==> config.mk <==
export PLATFORM = sky130hd
export DESIGN_NAME = roam_mode_sequencer
export DESIGN_NICKNAME = d
export VERILOG_FILES = /design/src/rtl/roam_pkg.sv /design/src/rtl/roam_tick_counter.sv /design/src/rtl/roam_mode_sequencer.sv
export SDC_FILE = /design/constraint.sdc
export NUM_CORES = 1
export LEC_CHECK = 0
export BUFFER_PORTS_ARGS = -buffer_cell sky130_fd_sc_hd__clkbuf_2
export CAP_MARGIN = 10
export CORE_MARGIN = 10
export CORE_UTILIZATION = 50
export CTS_CLUSTER_DIAMETER = 100
export DETAILED_ROUTE_END_ITERATION = 8
export PLACE_DENSITY = 0.7
export SKIP_CTS_REPAIR_TIMING = 1
export SLEW_MARGIN = 0
export SYNTH_ARGS = -nofsm -noshare
export SYNTH_HDL_FRONTEND = slang
export SYNTH_HIERARCHICAL = 1
export SYNTH_SLANG_ARGS = --single-unit
==> constraint.sdc <==
create_clock -name clk -period 3.07 [get_ports clk]
set_input_delay 0.614 -clock clk [delete_from_list [all_inputs] [get_ports clk]]
set_output_delay 0.614 -clock clk [all_outputs]
set_load 0.005 [all_outputs]
==> src/rtl/roam_pkg.sv <==
// Shared encodings for the roaming-mode sequencer and the motion decision mux.
package roam_pkg;

    localparam logic [1:0] MUX_PAUSE  = 2'b00;
    localparam logic [1:0] MUX_SPIRAL = 2'b01;
    localparam logic [1:0] MUX_RAND   = 2'b10;

    typedef enum logic [2:0] {
        ST_IDLE   = 3'd0,
        ST_SETTLE = 3'd1,
        ST_SPIRAL = 3'd2,
        ST_TURN   = 3'd3,
        ST_RAND   = 3'd4,
        ST_FAULT  = 3'd5
    } state_t;

    // TURN and RAND both drive the random-motion path; everything else is paused.
    function automatic logic [1:0] state_mux(input state_t s);
        case (s)
            ST_SPIRAL:       state_mux = MUX_SPIRAL;
            ST_TURN, ST_RAND: state_mux = MUX_RAND;
            default:         state_mux = MUX_PAUSE;
        endcase
    endfunction

endpackage

==> src/rtl/roam_tick_counter.sv <==
// Tick-gated up-counter with synchronous clear and a terminal-count match flag.
module roam_tick_counter #(
    parameter int CNT_W = 8,
    parameter int LIMIT = 4
) (
    input  logic clk,
    input  logic rst,
    input  logic clr,
    input  logic inc,
    output logic match
);

    logic [CNT_W-1:0] cnt_q;
    logic [CNT_W-1:0] cnt_d;

    always_comb begin
        cnt_d = cnt_q;
        if (clr) begin
            cnt_d = '0;
        end else if (inc) begin
            cnt_d = cnt_q + 1'b1;
        end
    end

    always_ff @(posedge clk or negedge rst) begin
        if (!rst) begin
            cnt_q <= '0;
        end else begin
            cnt_q <= cnt_d;
        end
    end

    assign match = (cnt_q == CNT_W'(LIMIT - 1));

endmodule

==> src/rtl/roam_mode_sequencer.sv <==
// Roaming behaviour FSM: selects pause/spiral/random motion, with a settle pause
// between every mode change, and strobes the motion generators on mode entry.
module roam_mode_sequencer
    import roam_pkg::*;
#(
    parameter int PAUSE_TICKS   = 4,
    parameter int RAND_TICKS    = 200,
    parameter int RAND_SEGMENTS = 3,
    parameter int CNT_W         = 8
) (
    input  logic       clk,
    input  logic       rst,
    input  logic       tick_en,
    input  logic       start_btn,
    input  logic       stop_btn,
    input  logic       bump,
    input  logic       cliff,
    input  logic       spiral_done,
    input  logic       turn_done,
    output logic [1:0] move_type_mux,
    output logic       spiral_start,
    output logic       rand_start,
    output logic       busy,
    output logic       fault
);

    localparam int SEG_W = (RAND_SEGMENTS > 1) ? $clog2(RAND_SEGMENTS) : 1;
    localparam logic [SEG_W-1:0] SEG_LAST = SEG_W'(RAND_SEGMENTS - 1);

    state_t           state_q, state_d;
    state_t           next_mode_q, next_mode_d;
    logic [SEG_W-1:0] seg_cnt_q, seg_cnt_d;
    logic [1:0]       mux_q, mux_d;
    logic             spiral_start_q, spiral_start_d;
    logic             rand_start_q, rand_start_d;
    logic             busy_q, busy_d;
    logic             fault_q, fault_d;

    logic state_change;
    logic pause_match, rand_match;
    logic pause_done, rand_done;
    logic [SEG_W-1:0] seg_next;

    // Counters restart whenever the state moves, so each timed state starts from zero.
    assign state_change = (state_d != state_q);

    roam_tick_counter #(.CNT_W(CNT_W), .LIMIT(PAUSE_TICKS)) u_pause_cnt (
        .clk   (clk),
        .rst   (rst),
        .clr   (state_change),
        .inc   (tick_en && (state_q == ST_SETTLE)),
        .match (pause_match)
    );

    roam_tick_counter #(.CNT_W(CNT_W), .LIMIT(RAND_TICKS)) u_rand_cnt (
        .clk   (clk),
        .rst   (rst),
        .clr   (state_change),
        .inc   (tick_en && (state_q == ST_RAND)),
        .match (rand_match)
    );

    assign pause_done = tick_en && pause_match;
    assign rand_done  = tick_en && rand_match;
    assign seg_next   = (seg_cnt_q == SEG_LAST) ? seg_cnt_q : seg_cnt_q + 1'b1;

    always_comb begin
        state_d     = state_q;
        next_mode_d = next_mode_q;
        seg_cnt_d   = seg_cnt_q;
        case (state_q)
            ST_IDLE, ST_FAULT: begin
                if (stop_btn) begin
                    state_d = ST_IDLE;
                end else if (start_btn && !cliff) begin
                    state_d     = ST_SETTLE;
                    next_mode_d = ST_SPIRAL;
                    seg_cnt_d   = '0;
                end else if (start_btn && (state_q == ST_IDLE)) begin
                    state_d = ST_FAULT;
                end
            end
            default: begin
                if (cliff) begin
                    state_d = ST_FAULT;
                end else if (stop_btn) begin
                    state_d = ST_IDLE;
                end else begin
                    case (state_q)
                        ST_SETTLE: begin
                            if (pause_done) state_d = next_mode_q;
                        end
                        ST_SPIRAL: begin
                            if (bump || spiral_done) begin
                                state_d     = ST_SETTLE;
                                next_mode_d = ST_TURN;
                                seg_cnt_d   = '0;
                            end
                        end
                        ST_TURN: begin
                            if (bump) begin
                                state_d     = ST_SETTLE;
                                next_mode_d = ST_TURN;
                            end else if (turn_done) begin
                                state_d = ST_RAND;
                            end
                        end
                        ST_RAND: begin
                            // A bump always leads to another turn; only expiry on the last segment returns to spiral.
                            if (bump || (rand_done && (seg_cnt_q != SEG_LAST))) begin
                                state_d     = ST_SETTLE;
                                next_mode_d = ST_TURN;
                                seg_cnt_d   = seg_next;
                            end else if (rand_done) begin
                                state_d     = ST_SETTLE;
                                next_mode_d = ST_SPIRAL;
                                seg_cnt_d   = '0;
                            end
                        end
                        default: state_d = ST_IDLE;
                    endcase
                end
            end
        endcase
    end

    always_comb begin
        mux_d          = state_mux(state_d);
        spiral_start_d = (state_d == ST_SPIRAL) && (state_q != ST_SPIRAL);
        rand_start_d   = (state_d == ST_TURN) && (state_q != ST_TURN);
        busy_d         = (state_d != ST_IDLE) && (state_d != ST_FAULT);
        fault_d        = (state_d == ST_FAULT);
    end

    always_ff @(posedge clk or negedge rst) begin
        if (!rst) begin
            state_q        <= ST_IDLE;
            next_mode_q    <= ST_SPIRAL;
            seg_cnt_q      <= '0;
            mux_q          <= MUX_PAUSE;
            spiral_start_q <= 1'b0;
            rand_start_q   <= 1'b0;
            busy_q         <= 1'b0;
            fault_q        <= 1'b0;
        end else begin
            state_q        <= state_d;
            next_mode_q    <= next_mode_d;
            seg_cnt_q      <= seg_cnt_d;
            mux_q          <= mux_d;
            spiral_start_q <= spiral_start_d;
            rand_start_q   <= rand_start_d;
            busy_q         <= busy_d;
            fault_q        <= fault_d;
        end
    end

    assign move_type_mux = mux_q;
    assign spiral_start  = spiral_start_q;
    assign rand_start    = rand_start_q;
    assign busy          = busy_q;
    assign fault         = fault_q;

endmodule

==> results_dict.tcl, run 1 <==
set metrics [dict create \
    finalWirelength_mm 3.34 \
    seqCellArea_um2 701 \
    path_max_fanout 5 \
    synth_fp_nets 181 \
    syn_to_final_growth_pct 11.0 \
    fillers 288 \
    critical-path-slowest-cell "or4_4" \
    grt_overflow 0 \
    fin_crit_ps 2930 \
    start_util_pct 53.3 \
    dp.cells 225 \
    cts_buffers 3 \
    tightest_slew_ps 664 \
    hold_viol 0 \
    fin_skew_ps 2.20 \
    num_vias 1371 \
    ys_warn_count 6 \
    grt_pass1_vias 1356 \
    clk_pin_slew_ps 130 \
    ys_seq_elements 28 \
    vias_per_cell 5.88 \
    status "completed" \
    critPathKind "reg2reg" \
    drv_cap 0 \
    avgSynthCellArea_um2 9.79 \
    cp_slowest_stage_delay_ps 530 \
    seq_area_frac_synth_pct 42.3 \
    clock_latency_ps 310 \
    leakage_nw 0.795 \
    grt_pass1_wl_mm 5.92 \
    crit_chain "nor4bb_2, and4b_1, a21oi_2, a211o_1, and3_1, or3_1, nand4_1, o211ai_2, or4_4, a21oi_2" \
    cts_root_buffer "clkbuf_4" \
    totalPowerFinal_mw 1.22 \
    chipHeight_um 77.5 \
    endpoint_kind "register" \
    dieArea_um2 6010 \
    slew_headroom_pct 55.7 \
    chipWidth_um 77.5 \
    post-dp-hpwl_mm 2.52 \
    ys_async_sr_fraction_pct 100 \
    dr.pass1.iters 4 \
    portBuffers 14 \
    cp_top_family "simple AND/OR/NAND/NOR gates" \
    num_rows 20 \
    synthFlopType "dfrtp_1" \
    timing.fmax_ghz 0.342 \
    ir_worst_vdd_mv 0.340 \
    setup_viol 0 \
    critPathRequiredTime_ps 3320 \
    antenna_cells 0 \
    critPathLaunchType "register" \
    ys_types 52 \
    cts_max_path_buffers 2 \
    post-route-period-util_pct 95.4 \
    gp_congestion 0.860 \
    powerDensity_nw_per_um2 664 \
    cts.sinks 28 \
    drcViolationCount 0 \
    syn_inst 169 \
    drive_above_1_share_pct 21.2 \
    grt_max_degree 29 \
    synthesis.area_um2 1660 \
    core_area_um2 3100 \
    cts_tree "done" \
    nets 203 \
    grtUsageTotal_pct 11.4 \
    drt_iter0_drc 78 \
    finalMaxSlewViolations 0 \
    synth-edff-count 0 \
    layoutNonFillerInstCount 233 \
    antenna_left 0 \
    wl_per_cell_um 14.3 \
    io_pins 15 \
    hold_class "in2async" \
    cp_num_buf_inv 0 \
    path_common_cell "a21oi_2" \
    worstPathArrival_ps 3180 \
    multi_input_area_um2 888 \
    cts_max_level 1 \
    antenna_found_initial 0 \
]
-- cell type report --
type,count,area share [%]
clock buffers,3,1.23
multi-input cells,128,48.3
repair buffers,25,8.30
inverters,5,1.02
flip-flops and latches,28,38.1
well taps,44,3.00
-- routing by layer --
layer,share of wire (%),wire [um],up-vias,global-route usage [%]
met1,45,1490,665,13.7
met4,0.63,21,0,2.92
met3,5.5,184,2,3.92
li1,-,-,673,-
met5,0,0,-,0
met2,49,1640,31,19.1
-- path summary, 6_finish.rpt --
path	from	end	slack [ps]	cells past startpoint
setup / recovery	u_rand_cnt/cnt_q[5]	u_rand_cnt/cnt_q[7]	140	10
hold / removal	rst	state_q[2]	300	1
setup reg to reg	u_rand_cnt/cnt_q[5]	u_rand_cnt/cnt_q[7]	140	10
hold reg to reg	seg_cnt_q[0]	seg_cnt_q[0]	510	1
max in group asynchronous	rst	next_mode_q[0]	2340	1
min in group clk	seg_cnt_q[0]	seg_cnt_q[0]	510	1
-- per-stage QoR --
| stage | instance area [um^2] | util, % | TNS (ps) | worst slack [ps] | hold slack (ps) |
|---|---|---|---|---|---|
| 2_1_floorplan | 1660 | - | 0 | 274 | 318 |
| 3_3_place_gp | 1760 | 56.7 | 0 | 164 | 468 |
| 3_5_place_dp | 1760 | 56.7 | 0 | 80.5 | 486 |
| 4_1_cts | 1780 | 57.5 | 0 | 48.8 | 328 |
| 5_1_grt | 1840 | 59.2 | -10.5 | -10.5 | 334 |
| 6_report | 1840 | 59.2 | 0 | 142 | 304 |
-- power breakdown --
part	leakage, nW	switching, mW	total (mW)	internal (mW)
sequential	0.381	0.0707	0.495	0.424
combinational	0.400	0.320	0.586	0.266
clock	0.0138	0.0939	0.140	0.0459
total	0.795	0.485	1.22	0.736
-- registers in the layout, indices dropped and copies added (netlist names) --
register and count:
busy 1, fault 1, move_type_mux 2, next_mode_q 1, rand_start 1, seg_cnt_q 2, spiral_start 1, state_q 3
u_pause_cnt/cnt_q 8, u_rand_cnt/cnt_q 8
-- worst reg2reg max path, cell delays in order (launching register included) --
cell,delay (ps)
dfrtp_1,420
nor4bb_2,270
and4b_1,260
a21oi_2,90
a211o_1,270
and3_1,160
or3_1,350
nand4_1,250
o211ai_2,150
or4_4,530
a21oi_2,140
-- synth_stat cells (all sizes together), types with 3 or more instances --
| cell type | n | area, um^2 |
|---|---|---|
| nand4 | 6 | 43.8 |
| o2111ai | 3 | 32.5 |
| ha | 3 | 37.5 |
| nand2 | 13 | 48.8 |
| xnor2 | 3 | 26.3 |
| nor2b | 6 | 37.5 |
| nor3 | 4 | 20.0 |
| dfrtp | 28 | 701 |
| inv | 5 | 18.8 |
| nor2 | 14 | 52.6 |
| nand3 | 5 | 25.0 |
| o21ai | 10 | 50.1 |
| a21oi | 11 | 55.1 |
| buf | 7 | 61.3 |
| xor2 | 7 | 61.3 |
| or3 | 6 | 37.5 |
-- kinds of logic after synthesis --
kind of cell    count (synthesis)  share of synthesized area, %
simple gates                   68                          23.3
compound gates                 45                          20.6
flops                          28                          42.3
buf+inv                        13                          5.06
xor+xnor                       10                          5.29
fa+ha+maj                       3                          2.27
mux                             2                          1.21
-- layout by cell type, fill, tap and decap left out, drive strengths merged, types with 2 or more instances in the layout --
cell type / count
dfrtp: 28
clkbuf: 17
nor2: 14
nand2: 13
buf: 11
a21oi: 11
o21ai: 10
xor2: 7
nor2b: 6
or3: 6
nand4: 6
inv: 5
nand3: 5
nor3: 4
xnor2: 3
ha: 3
o2111ai: 3
a211o: 2
o21bai: 2
and3: 2
a211oi: 2
and2: 2
mux2i: 2
o311ai: 2
nor3b: 2
o31ai: 2
Power figures use the tool's default switching activity.
==> run 2, diff against run 1 <==
--- a/config.mk
+++ b/config.mk
@@ -11,9 +11,9 @@
 export CORE_UTILIZATION = 50
 export CTS_CLUSTER_DIAMETER = 100
 export DETAILED_ROUTE_END_ITERATION = 8
-export PLACE_DENSITY = 0.7
+export PLACE_DENSITY = 0.69
 export SKIP_CTS_REPAIR_TIMING = 1
-export SLEW_MARGIN = 0
+export SLEW_MARGIN = 20
 export SYNTH_ARGS = -nofsm -noshare
 export SYNTH_HDL_FRONTEND = slang
 export SYNTH_HIERARCHICAL = 1
==> run 2 against run 1 <==
Clock skew increased by 8.5 ps. Final area rose by 0.20%. Non-clock buffer count shrank 2. Global-route usage decreased by 0.39 points. Sequential power grew 3%.
==> results_dict.tcl, run 2 (synthesized netlist as in run 1, its figures left out) <==
set metrics [dict create \
    crit_chain "nor4bb_1, and4b_1, a21oi_1, a211o_1, and3_1, or3_1, nand4_1, o211ai_2, or4_1, a21oi_1" \
    antenna_left 0 \
    start_util_pct 53.3 \
    final_cell_mix "dfrtp_1 (25), nor2_1 (14), clkbuf_2 (14)" \
    grtUsageTotal_pct 11.0 \
    cts_tree "done" \
    critical-path-slowest-cell "or4_1" \
    grt_pass1_vias 1268 \
    path_max_fanout 5 \
    holdWs_ps 294 \
    cts_max_level 1 \
    setup_viol 0 \
    fillers 287 \
    cp_top_family "simple AND/OR/NAND/NOR gates" \
    io_pins 15 \
    grt_overflow 0 \
    powerDensity_nw_per_um2 690 \
    pre_cts_slack_ps 156 \
    path_common_cell "a21oi_1" \
    post-route-period-util_pct 94.1 \
    core_area_um2 3100 \
    cts.sinks 28 \
    finalWirelength_mm 3.39 \
    leakage_nw 0.791 \
    post-dp-hpwl_mm 2.46 \
    cts_root_buffer "clkbuf_4" \
    grt.busiest_layer "met2" \
    chipHeight_um 77.5 \
    syn_to_final_growth_pct 11.3 \
    drcViolationCount 0 \
    worst_slack_ps 181 \
    hold_class "in2async" \
    endpoint_kind "register" \
    cts_max_path_buffers 2 \
    critPathKind "reg2reg" \
    slew_headroom_pct 55.0 \
    final_common_cell "dfrtp_1" \
    hold_viol 0 \
    wl_per_cell_um 14.6 \
    critPathRequiredTime_ps 3330 \
    cp_num_buf_inv 0 \
    chipWidth_um 77.5 \
    gp_congestion 0.894 \
    tns_ps 0 \
    clk_pin_slew_ps 150 \
    vias_per_cell 5.78 \
    drt_iter0_drc 94 \
    totalPowerFinal_mw 1.27 \
    finalMaxSlewViolations 0 \
    antenna_cells 0 \
    met2_usage_pct 17.9 \
    ir_worst_vdd_mv 0.485 \
    cp_slowest_stage_delay_ps 520 \
    portBuffers 14 \
    worstPathArrival_ps 3150 \
    cts_buffers 3 \
    grt_pass1_wl_mm 5.63 \
    num_vias 1341 \
    nets 201 \
    drv_cap 0 \
    num_rows 20 \
    dieArea_um2 6010 \
    grtUsageMet1_pct 13.5 \
    grt_max_degree 29 \
    dr.pass1.iters 4 \
    timing.fmax_ghz 0.346 \
    status "completed" \
    critPathLaunchType "register" \
    grt_use_met3_pct 3.46 \
    reg_top3 "u_pause_cnt/cnt_q: 8 flops, u_rand_cnt/cnt_q: 8 flops, state_q: 3 flops" \
    fin_crit_ps 2890 \
    antenna_found_initial 0 \
    clock_latency_ps 320 \
    tightest_slew_ps 675 \
    drive_above_1_share_pct 20.7 \
    fin_skew_ps 10.7 \
]
[run 2: worst paths after layout]
check	startpoint	to	slack [ps]	cells after the start
max	u_rand_cnt/cnt_q[5]	u_rand_cnt/cnt_q[7]	180	10
min	rst	fault	290	1
max reg2reg	u_rand_cnt/cnt_q[5]	u_rand_cnt/cnt_q[7]	180	10
min reg2reg	seg_cnt_q[0]	seg_cnt_q[0]	500	1
max in group asynchronous	rst	u_rand_cnt/cnt_q[0]	2290	1
min in group clk	seg_cnt_q[0]	seg_cnt_q[0]	500	1
[run 2: area by class of cell]
class | count | area (um^2) | area share [%]
multi-input combinational | 128 | 873 | 47.4
sequential | 28 | 704 | 38.2
timing repair buffer | 23 | 138 | 7.47
tap | 44 | 55.1 | 2.99
clock inverter | 1 | 30.0 | 1.63
clock buffer | 3 | 22.5 | 1.22
inverter | 5 | 18.8 | 1.02
[run 2: power by group]
group / total, mW / switching [mW] / internal [mW]
Combinational: 0.526 / 0.291 / 0.234
Sequential: 0.511 / 0.0839 / 0.428
Clock: 0.234 / 0.102 / 0.132
Total: 1.27 / 0.477 / 0.794
[run 2: per-stage QoR]
step	std cells	cell area, um^2	utilization [%]
global route	232	1840	59.4
global placement	223	1750	56.3
detailed placement	223	1750	56.3
finish	232	1840	59.4
CTS	227	1800	57.9
floorplan	169	1660	-
[run 2: layer usage]
layer	vias up	share of wire, %
met5	-	0
met4	0	0.97
met3	4	4.4
met2	29	50
met1	641	45
li1	667	-
==> run 3, diff against run 2 <==
==> constraint.sdc (replaced) <==
create_clock -name clk -period 3.4 [get_ports clk]
set_input_delay 0.68 -clock clk [delete_from_list [all_inputs] [get_ports clk]]
set_output_delay 0.68 -clock clk [all_outputs]
set_load 0.005 [all_outputs]
==> run 3 against run 2 <==
Critical path depth unchanged. Die area is the same. Sequential power is 10% lower. Worst setup slack better by 190 ps. Non-clock buffer count decreased by 6. Power is 12% lower. Critical path type unchanged. Final area shrank 2.8%. Fmax decreased by 4.7%.
==> results_dict.tcl, run 3 (synthesized netlist as in run 1, its figures left out) <==
set metrics [dict create \
    status "completed" \
    swShare_pct 38.2 \
    antenna_found_initial 0 \
    tightest_slew_ps 658 \
    dr.pass1.iters 4 \
    grt_pass1_vias 1327 \
    cts_max_level 1 \
    final_common_cell "dfrtp_1" \
    grtUsageTotal_pct 11.3 \
    antenna_cells 0 \
    portBuffers 14 \
    vias_per_cell 5.85 \
    power.share.sequential_pct 41.1 \
    drive_above_1_share_pct 15.9 \
    wl_per_cell_um 14.6 \
    dieArea_um2 6010 \
    powerDensity_nw_per_um2 623 \
    path_common_cell "a21oi_1" \
    chipWidth_um 77.5 \
    grt_pass1_wl_mm 5.91 \
    path_max_fanout 7 \
    hold_class "in2async" \
    clkPwrFrac_pct 19.3 \
    post-route-period-util_pct 89.2 \
    drv_cap 0 \
    num_vias 1322 \
    critical-path-slowest-cell "or4_1" \
    dp.cells 222 \
    cp_num_buf_inv 0 \
    grt_overflow 0 \
    ir_worst_vdd_mv 0.262 \
    fin_skew_ps 12.2 \
    hold_viol 0 \
    cts.sinks 28 \
    cts_max_path_buffers 2 \
    clk_pin_slew_ps 150 \
    stdcell_area_um2 1790 \
    drt_iter0_drc 113 \
    drcViolationCount 0 \
    cts_root_buffer "clkbuf_4" \
    finalMaxSlewViolations 0 \
    slew_headroom_pct 56.1 \
    grt_max_degree 29 \
    gp_congestion 0.800 \
    power_switching_uw 426 \
    start_util_pct 53.3 \
    chipHeight_um 77.5 \
    io_pins 15 \
    post_dp_cell_area_um2 1740 \
    crit_chain "nor4bb_1, and4b_1, a21oi_1, a211o_1, and3_1, or3_1, nand4_1, o211ai_2, or4_1, a21oi_1" \
    internal-power_uw 689 \
    post-dp-hpwl_mm 2.47 \
    cp_top_family "simple AND/OR/NAND/NOR gates" \
    antenna_left 0 \
    fillers 299 \
    setup_viol 0 \
    endpoint_kind "register" \
    leakage_nw 0.766 \
    final_cell_mix "dfrtp_1 (28), nor2_1 (14), clkbuf_2 (14)" \
    p_comb_share_pct 39.6 \
    timing.fmax_ghz 0.330 \
    worst_slack_ps 368 \
    rsz0062_at_grt "no" \
    reg_top3 "u_pause_cnt/cnt_q: 8 flops, u_rand_cnt/cnt_q: 8 flops, state_q: 3 flops" \
    cts_tree "done" \
    critPathRequiredTime_ps 3670 \
    fin_crit_ps 3030 \
    tns_ps 0 \
    layoutNonFillerInstCount 226 \
    clock_latency_ps 330 \
    holdWs_ps 352 \
    cts_buffers 3 \
    num_rows 20 \
    critPathKind "reg2reg" \
    finalWirelength_mm 3.29 \
    worstPathArrival_ps 3300 \
    syn_to_final_growth_pct 8.16 \
    cp_slowest_stage_delay_ps 510 \
    critPathLaunchType "register" \
    pre_cts_slack_ps 403 \
    core_area_um2 3100 \
    nets 195 \
]
run 3: power by group through the flow:
stage | sequential (mW) | clock, mW | combinational (mW)
2_1_floorplan | 0.427 | 0 | 0.408
3_3_place_gp | 0.462 | 0 | 0.435
3_5_place_dp | 0.465 | 0 | 0.442
4_1_cts | 0.459 | 0.221 | 0.445
5_1_grt | 0.472 | 0.237 | 0.490
6_report | 0.458 | 0.215 | 0.441
run 3: path summary, 6_finish.rpt:
path                                          start                  end  slack [ps]  depth (start not counted)
worst min register to register         seg_cnt_q[0]         seg_cnt_q[0]         510                          1
max in group asynchronous                       rst       next_mode_q[0]        2620                          1
worst max register to register  u_rand_cnt/cnt_q[4]  u_rand_cnt/cnt_q[7]         370                         10
worst max-delay path            u_rand_cnt/cnt_q[4]  u_rand_cnt/cnt_q[7]         370                         10
worst min-delay path                            rst     move_type_mux[1]         350                          1
min in group clk                       seg_cnt_q[0]         seg_cnt_q[0]         510                          1
run 3: worst register-to-register path, delay by kind of cell, from the launching register on:
kind / cells / cell delay (ps)
AND/OR/NAND/NOR: 6 / 1800
AO/OA/AOI/OAI: 4 / 730
flip-flops: 1 / 450
run 3: per-layer routing:
layer	up-vias	routed length, um	GRT usage (%)
li1	651	-	-
met1	650	1520	14.2
met2	19	1640	18.9
met4	0	14	3.47
met5	-	0	0
met3	2	123	2.42
run 3: area by class of cell:
class	instances	area [um^2]	share of cell area (%)
Clock buffer	3	22.5	1.26
Multi-Input combinational cell	128	871	48.6
Timing Repair Buffer	17	92.6	5.17
Inverter	5	18.8	1.05
Sequential cell	28	701	39.1
Tap cell	44	55.1	3.07
Clock inverter	1	30.0	1.68
run 3: per-stage QoR:
step	utilization (%)	power, mW
2_1_floorplan	-	0.836
3_3_place_gp	56.0	0.897
3_5_place_dp	56.0	0.907
4_1_cts	57.7	1.12
5_1_grt	57.7	1.20
6_report	57.7	1.12
